==> src/rtl/card_pkg.sv <==
// Shared definitions for the card-entry path: FSM encoding, card length and
// the digit/index widths seen by the Luhn checker and the display.
package card_pkg;

    localparam int NUM_DIGITS = 16;
    localparam int DIGIT_W    = 4;
    localparam int IDX_W      = 4;
    localparam int CNT_W      = 5;
    localparam int NUM_SW     = 10;

    typedef enum logic [1:0] {
        ST_ENTRY = 2'd0,
        ST_READY = 2'd1,
        ST_SERVE = 2'd2
    } card_state_t;

endpackage

==> src/rtl/key_debounce.sv <==
// Active-low pushbutton conditioner: 2-flop synchronizer, stability counter,
// and a one-cycle press pulse on the accepted 1->0 transition.
module key_debounce #(
    parameter int DEBOUNCE_CYCLES = 500000
) (
    input  logic CLOCK_50,
    input  logic RESET_N,
    input  logic key_n,
    output logic press
);

    localparam int CW = $clog2(DEBOUNCE_CYCLES + 1);
    localparam logic [CW-1:0] LAST_CNT = CW'(DEBOUNCE_CYCLES - 1);

    logic          sync1_reg;
    logic          sync2_reg;
    logic          level_reg;
    logic [CW-1:0] cnt_reg;
    logic          press_reg;

    // Reset to the released level so reset release never produces a press.
    always_ff @(posedge CLOCK_50 or negedge RESET_N) begin
        if (!RESET_N) begin
            sync1_reg <= 1'b1;
            sync2_reg <= 1'b1;
            level_reg <= 1'b1;
            cnt_reg   <= '0;
            press_reg <= 1'b0;
        end else begin
            sync1_reg <= key_n;
            sync2_reg <= sync1_reg;
            press_reg <= 1'b0;
            if (sync2_reg != level_reg) begin
                if (cnt_reg == LAST_CNT) begin
                    level_reg <= sync2_reg;
                    cnt_reg   <= '0;
                    press_reg <= ~sync2_reg;
                end else begin
                    cnt_reg <= cnt_reg + 1'b1;
                end
            end else begin
                cnt_reg <= '0;
            end
        end
    end

    assign press = press_reg;

endmodule

==> src/rtl/card_digit_buffer.sv <==
// Collects a card number from one-hot switches and pushbuttons, then serves the
// digits last-to-first to the Luhn checker on each shift_pulse.
module card_digit_buffer
    import card_pkg::*;
#(
    parameter int DEBOUNCE_CYCLES = 500000,
    parameter int NUM_DIGITS      = card_pkg::NUM_DIGITS
) (
    input  logic                 CLOCK_50,
    input  logic                 RESET_N,
    input  logic [NUM_SW-1:0]    sw,
    input  logic                 key_enter_n,
    input  logic                 key_back_n,
    input  logic                 key_start_n,
    input  logic                 shift_pulse,
    output logic [DIGIT_W-1:0]   card_digit,
    output logic                 luhn_on,
    output logic [DIGIT_W-1:0]   sel_digit,
    output logic                 sel_valid,
    output logic [CNT_W-1:0]     count,
    output logic [1:0]           state
);

    localparam logic [CNT_W-1:0] FULL_COUNT = CNT_W'(NUM_DIGITS);
    localparam logic [IDX_W-1:0] LAST_IDX   = IDX_W'(NUM_DIGITS - 1);

    logic [2:0] keys_n;
    logic [2:0] events;
    logic       ev_enter;
    logic       ev_back;
    logic       ev_start;

    assign keys_n   = {key_start_n, key_back_n, key_enter_n};
    assign ev_enter = events[0];
    assign ev_back  = events[1];
    assign ev_start = events[2];

    genvar gi;
    generate
        for (gi = 0; gi < 3; gi++) begin : g_key
            key_debounce #(
                .DEBOUNCE_CYCLES(DEBOUNCE_CYCLES)
            ) u_key (
                .CLOCK_50(CLOCK_50),
                .RESET_N (RESET_N),
                .key_n   (keys_n[gi]),
                .press   (events[gi])
            );
        end
    endgenerate

    logic [3:0] ones;

    always_comb begin
        ones      = '0;
        sel_digit = '0;
        for (int i = 0; i < NUM_SW; i++) begin
            if (sw[i]) begin
                ones      = ones + 4'd1;
                sel_digit = DIGIT_W'(i);
            end
        end
        sel_valid = (ones == 4'd1);
        if (!sel_valid) sel_digit = '0;
    end

    card_state_t        state_reg;
    logic [CNT_W-1:0]   count_reg;
    logic [IDX_W-1:0]   rd_idx_reg;
    logic [DIGIT_W-1:0] card_digit_reg;
    logic               luhn_on_reg;
    logic [DIGIT_W-1:0] digits_reg [NUM_DIGITS];

    logic [CNT_W-1:0] count_inc;
    logic [CNT_W-1:0] count_dec;
    logic [IDX_W-1:0] rd_idx_dec;

    assign count_inc  = count_reg + 1'b1;
    assign count_dec  = count_reg - 1'b1;
    assign rd_idx_dec = rd_idx_reg - 1'b1;

    always_ff @(posedge CLOCK_50 or negedge RESET_N) begin
        if (!RESET_N) begin
            state_reg      <= ST_ENTRY;
            count_reg      <= '0;
            rd_idx_reg     <= '0;
            card_digit_reg <= '0;
            luhn_on_reg    <= 1'b0;
            for (int i = 0; i < NUM_DIGITS; i++) digits_reg[i] <= '0;
        end else begin
            case (state_reg)
                ST_ENTRY: begin
                    // Back has priority over a simultaneous enter.
                    if (ev_back) begin
                        if (count_reg != '0) begin
                            count_reg <= count_dec;
                            digits_reg[count_dec[IDX_W-1:0]] <= '0;
                        end
                    end else if (ev_enter && sel_valid) begin
                        digits_reg[count_reg[IDX_W-1:0]] <= sel_digit;
                        count_reg <= count_inc;
                        if (count_inc == FULL_COUNT) state_reg <= ST_READY;
                    end
                end
                ST_READY: begin
                    if (ev_back) begin
                        count_reg            <= FULL_COUNT - 1'b1;
                        digits_reg[LAST_IDX] <= '0;
                        state_reg            <= ST_ENTRY;
                    end else if (ev_start) begin
                        rd_idx_reg     <= LAST_IDX;
                        card_digit_reg <= digits_reg[LAST_IDX];
                        luhn_on_reg    <= 1'b1;
                        state_reg      <= ST_SERVE;
                    end
                end
                ST_SERVE: begin
                    if (shift_pulse && rd_idx_reg != '0) begin
                        rd_idx_reg     <= rd_idx_dec;
                        card_digit_reg <= digits_reg[rd_idx_dec];
                    end
                end
                default: begin
                    state_reg      <= ST_ENTRY;
                    card_digit_reg <= '0;
                    luhn_on_reg    <= 1'b0;
                end
            endcase
        end
    end

    assign card_digit = card_digit_reg;
    assign luhn_on    = luhn_on_reg;
    assign count      = count_reg;
    assign state      = state_reg;

endmodule
==> config.mk <==
export PLATFORM = sky130hd
export DESIGN_NAME = card_digit_buffer
export DESIGN_NICKNAME = d
export VERILOG_FILES = /design/src/rtl/card_pkg.sv /design/src/rtl/key_debounce.sv /design/src/rtl/card_digit_buffer.sv
export SDC_FILE = /design/constraint.sdc
export NUM_CORES = 1
export LEC_CHECK = 0
export BUFFER_PORTS_ARGS = -buffer_cell sky130_fd_sc_hd__buf_4
export CAP_MARGIN = 20
export CORE_MARGIN = 1
export CORE_UTILIZATION = 30
export CTS_CLUSTER_DIAMETER = 80
export CTS_CLUSTER_SIZE = 28
export DETAILED_ROUTE_END_ITERATION = 12
export RECOVER_POWER = 25
export SETUP_SLACK_MARGIN = 0.02
export SYNTH_ARGS = -nofsm -noshare
export SYNTH_HDL_FRONTEND = slang
export SYNTH_SLANG_ARGS = --single-unit
==> constraint.sdc <==
create_clock -name CLOCK_50 -period 9.95 [get_ports CLOCK_50]
set_input_delay 1.4925 -clock CLOCK_50 [delete_from_list [all_inputs] [get_ports CLOCK_50]]
set_output_delay 1.4925 -clock CLOCK_50 [all_outputs]
set_load 0.02 [all_outputs]
==> impl_metrics.json <==
{
  "status": "finished, violations left",
  "failed_checks": "max-capacitance violations, max-slew violations",
  "synth_mux_area_frac": 0.0623,
  "place_worst_setup_slack_ns": 0.780,
  "cts-root-buf": "sky130_fd_sc_hd__clkbuf_16",
  "slew_headroom": -1.44,
  "totalPowerFinal_uw": 1560,
  "io_pins": 33,
  "clkSlewWorstSetupHoldPaths_ns": 0.06,
  "post_synth.cell_area_avg_um2": 10.4,
  "yosys.area_share.simple": 0.185,
  "final_nets": 872,
  "antenna_cells_inserted": 0,
  "final_layout_size_suffix_gt1_frac": 0.164,
  "path_buf_inv": 3,
  "cts.sink_count": 149,
  "mapped_cells": 814,
  "number_of_antenna_violations_at_the_first_check_in_global_routing": 0,
  "first_pass_iters": 7,
  "cellLeakagePower_uw": 0.00417,
  "portion_of_the_clock_cycle_consumed_by_the_worst_path_in_the_final_layout": 0.928,
  "grt_start_max_net_pins": 81,
  "tritoncts.num_buffers": 17,
  "number_of_global_route_vias_before_repair": 6020,
  "fp.dieArea_um2": 29000,
  "cellPowerDensity_nw_per_um2": 161,
  "synth_flop_cell": "sky130_fd_sc_hd__dfrtp_1",
  "timing.final.hold_violations": 0,
  "grt_use_total": 0.145,
  "drv.max_cap_violation_count": 1,
  "first_iter_violations": 560,
  "cp_slowest_stage_delay_ns": 0.40,
  "final_core_utilization": 0.346,
  "layout_commonest_cell": "sky130_fd_sc_hd__dfrtp_1",
  "synth_enable_flop_cells": 0,
  "drtAntennaViolNets": 0,
  "ys_seq_elements": 149,
  "min_period_ns": 9.24,
  "cp_top_family": "adder cells",
  "worstPathMaxFanout": 6,
  "rows": 61,
  "fillers": 2758,
  "overflow": 0,
  "clock_skew_ns": 0.0141,
  "clock_tree.htree_level_count": 4,
  "totalNegativeSetupSlack_ns": 0,
  "numPortBuffers": 32,
  "end_kind": "primary output",
  "worstMarginPinSlew_ns": 3.67,
  "cts_hold_repair.buffers": 0,
  "tritoncts": "yes",
  "synthXorXnorAreaFrac": 0.0898,
  "synth_compound_gate_area_share": 0.156,
  "gp_congestion": 0.851,
  "fp.dieH_um": 170,
  "synth_top_cells_by_area": "sky130_fd_sc_hd__dfrtp_1, sky130_fd_sc_hd__a22o_1, sky130_fd_sc_hd__mux4_2",
  "routed_wirelength_um": 19900,
  "ctsLongestPathBuffers": 2,
  "cp_data_required_time_ns": 8.46,
  "timing.hold.worst.class": "reg -> reg",
  "final.setup.worst_slack_ns": 0.714,
  "cts.repair.resized": 0,
  "largest_area_contributor_in_the_netlist": "sky130_fd_sc_hd__dfrtp_1",
  "crit_slowest_cell": "sky130_fd_sc_hd__and2_0",
  "layout_common_cells": "sky130_fd_sc_hd__dfrtp_1, sky130_fd_sc_hd__nor2_1, sky130_fd_sc_hd__nand2_1",
  "unrepaired_setup_endpoints_after_global_routing": "no",
  "fmax_ghz": 0.108,
  "post_detailed_route_wirelength_per_cell_um": 16.2,
  "flip_flop_count_of_the_largest_register_after_layout": 64,
  "synth_top_area_frac": 0.412,
  "grt_pass1_wl_um": 32600,
  "ir_worst_vdd_mv": 0.125,
  "crit_top_cell": "sky130_fd_sc_hd__ha_1",
  "report.final.setup_viol": 0,
  "worst-endpoint-arrival_ns": 7.74,
  "syn-num-nets": 851,
  "post-route-drc-count": 0,
  "synth_seq_area_share": 0.440,
  "area_delta_synth_final_pct": 13.5,
  "synth-async-reset-ratio": 1.00,
  "slew_viol_final": 71,
  "synth_top_family_by_area": "simple AND/OR/NAND/NOR gates",
  "dr_total_vias": 6231,
  "yosys_warnings": 0,
  "dp_hpwl_um": 14100,
  "worst_setup_path_start_kind": "primary input",
  "yosys.area_share.adder": 0.0309,
  "viasPerCell": 5.08,
  "initial_utilization": 0.305,
  "synth.cell_area_um2": 8500,
  "core-area_um2": 27900,
  "synth.lib_cells_used.distinct": 79,
  "r2r_setup_slack_ns": 6.52,
  "fp.dieW_um": 170,
  "clock_insertion_delay_at_the_later_pin_of_the_skew_report_ns": 0.43,
  "setup.worst_path.class": "in -> out",
  "post_cts.repair.setup_buffers": 0,
  "holdWs_ns": 0.356
}
[stage by stage]
step | area [um2] | cells
after floorplan | 8500 | 814
after global placement | 9050 | 1192
after detailed placement | 9050 | 1192
after CTS | 9630 | 1224
after global routing | 9650 | 1226
final | 9650 | 1226
[path summary, 6_finish.rpt]
kind                                          start                        to  cells after the start
min reg2reg                g_key[1].u_key.sync1_reg  g_key[1].u_key.sync2_reg                      0
min in group asynchronous                   RESET_N             card_digit[0]                      1
max                                           sw[0]              sel_digit[3]                     31
min                        g_key[1].u_key.sync1_reg  g_key[1].u_key.sync2_reg                      0
max in group asynchronous                   RESET_N  g_key[2].u_key.sync1_reg                      3
max reg2reg                    g_key[1].u_key.press            digits_reg[31]                      5
[worst register-to-register path: stages (launching register included)]
cell                       delay [ns]
sky130_fd_sc_hd__dfrtp_1         0.73
sky130_fd_sc_hd__clkinv_1        0.61
sky130_fd_sc_hd__nor2_1          0.25
sky130_fd_sc_hd__and2_1          0.87
sky130_fd_sc_hd__o21ai_0         0.49
sky130_fd_sc_hd__a22o_1          0.35
[report_power, final]
group	switching (uW)	leakage, uW	internal (uW)
Combinational	190	0.00188	109
Sequential	9.30	0.00203	613
Clock	257	0.000271	378
[routing by layer]
layer	routed length (um)	GRT usage
met2	8900	0.215
met5	0	0
met3	1110	0.0326
met4	416	0.0548
met1	9450	0.204
[synth_stat cells (4+ instances only)]
master,number
sky130_fd_sc_hd__a22o_1,63
sky130_fd_sc_hd__a21oi_1,15
sky130_fd_sc_hd__nand2_1,65
sky130_fd_sc_hd__mux4_2,20
sky130_fd_sc_hd__a22oi_1,4
sky130_fd_sc_hd__nor4_1,6
sky130_fd_sc_hd__nor3_1,20
sky130_fd_sc_hd__ha_1,21
sky130_fd_sc_hd__o21ai_0,20
sky130_fd_sc_hd__nor2b_1,11
sky130_fd_sc_hd__a31oi_1,6
sky130_fd_sc_hd__dfrtp_1,140
sky130_fd_sc_hd__o22ai_1,4
sky130_fd_sc_hd__buf_2,5
sky130_fd_sc_hd__nor2_1,114
sky130_fd_sc_hd__or2_2,8
sky130_fd_sc_hd__inv_1,29
sky130_fd_sc_hd__buf_6,5
sky130_fd_sc_hd__clkbuf_1,22
sky130_fd_sc_hd__and2_4,4
sky130_fd_sc_hd__o31ai_1,4
sky130_fd_sc_hd__or3_1,7
sky130_fd_sc_hd__nand3b_1,4
sky130_fd_sc_hd__nand4_1,9
sky130_fd_sc_hd__a21o_1,4
sky130_fd_sc_hd__xor2_1,34
sky130_fd_sc_hd__o22ai_4,6
sky130_fd_sc_hd__mux2_2,5
sky130_fd_sc_hd__nand3_1,33
sky130_fd_sc_hd__xnor2_1,33
sky130_fd_sc_hd__dfstp_2,9
sky130_fd_sc_hd__and2_1,5
sky130_fd_sc_hd__and3_1,13
[layout make-up]
| type | instances | area (um2) | area share |
|---|---|---|---|
| flip-flops and latches | 149 | 3740 | 0.388 |
| repair buffers | 37 | 292 | 0.0302 |
| well taps | 378 | 473 | 0.0490 |
| inverters | 30 | 113 | 0.0117 |
| clock buffers | 22 | 454 | 0.0471 |
| multi-input cells | 600 | 4460 | 0.462 |
| clock inverters | 10 | 123 | 0.0127 |
[cell families after synthesis]
logic type / Yosys count
flip-flops: 149
AO/OA/AOI/OAI: 157
AND/OR/NAND/NOR: 321
adder cells (fa/ha/maj): 21
buffers and inverters: 65
multiplexers: 26
XOR/XNOR: 75
Power figures use the tool's default switching activity.
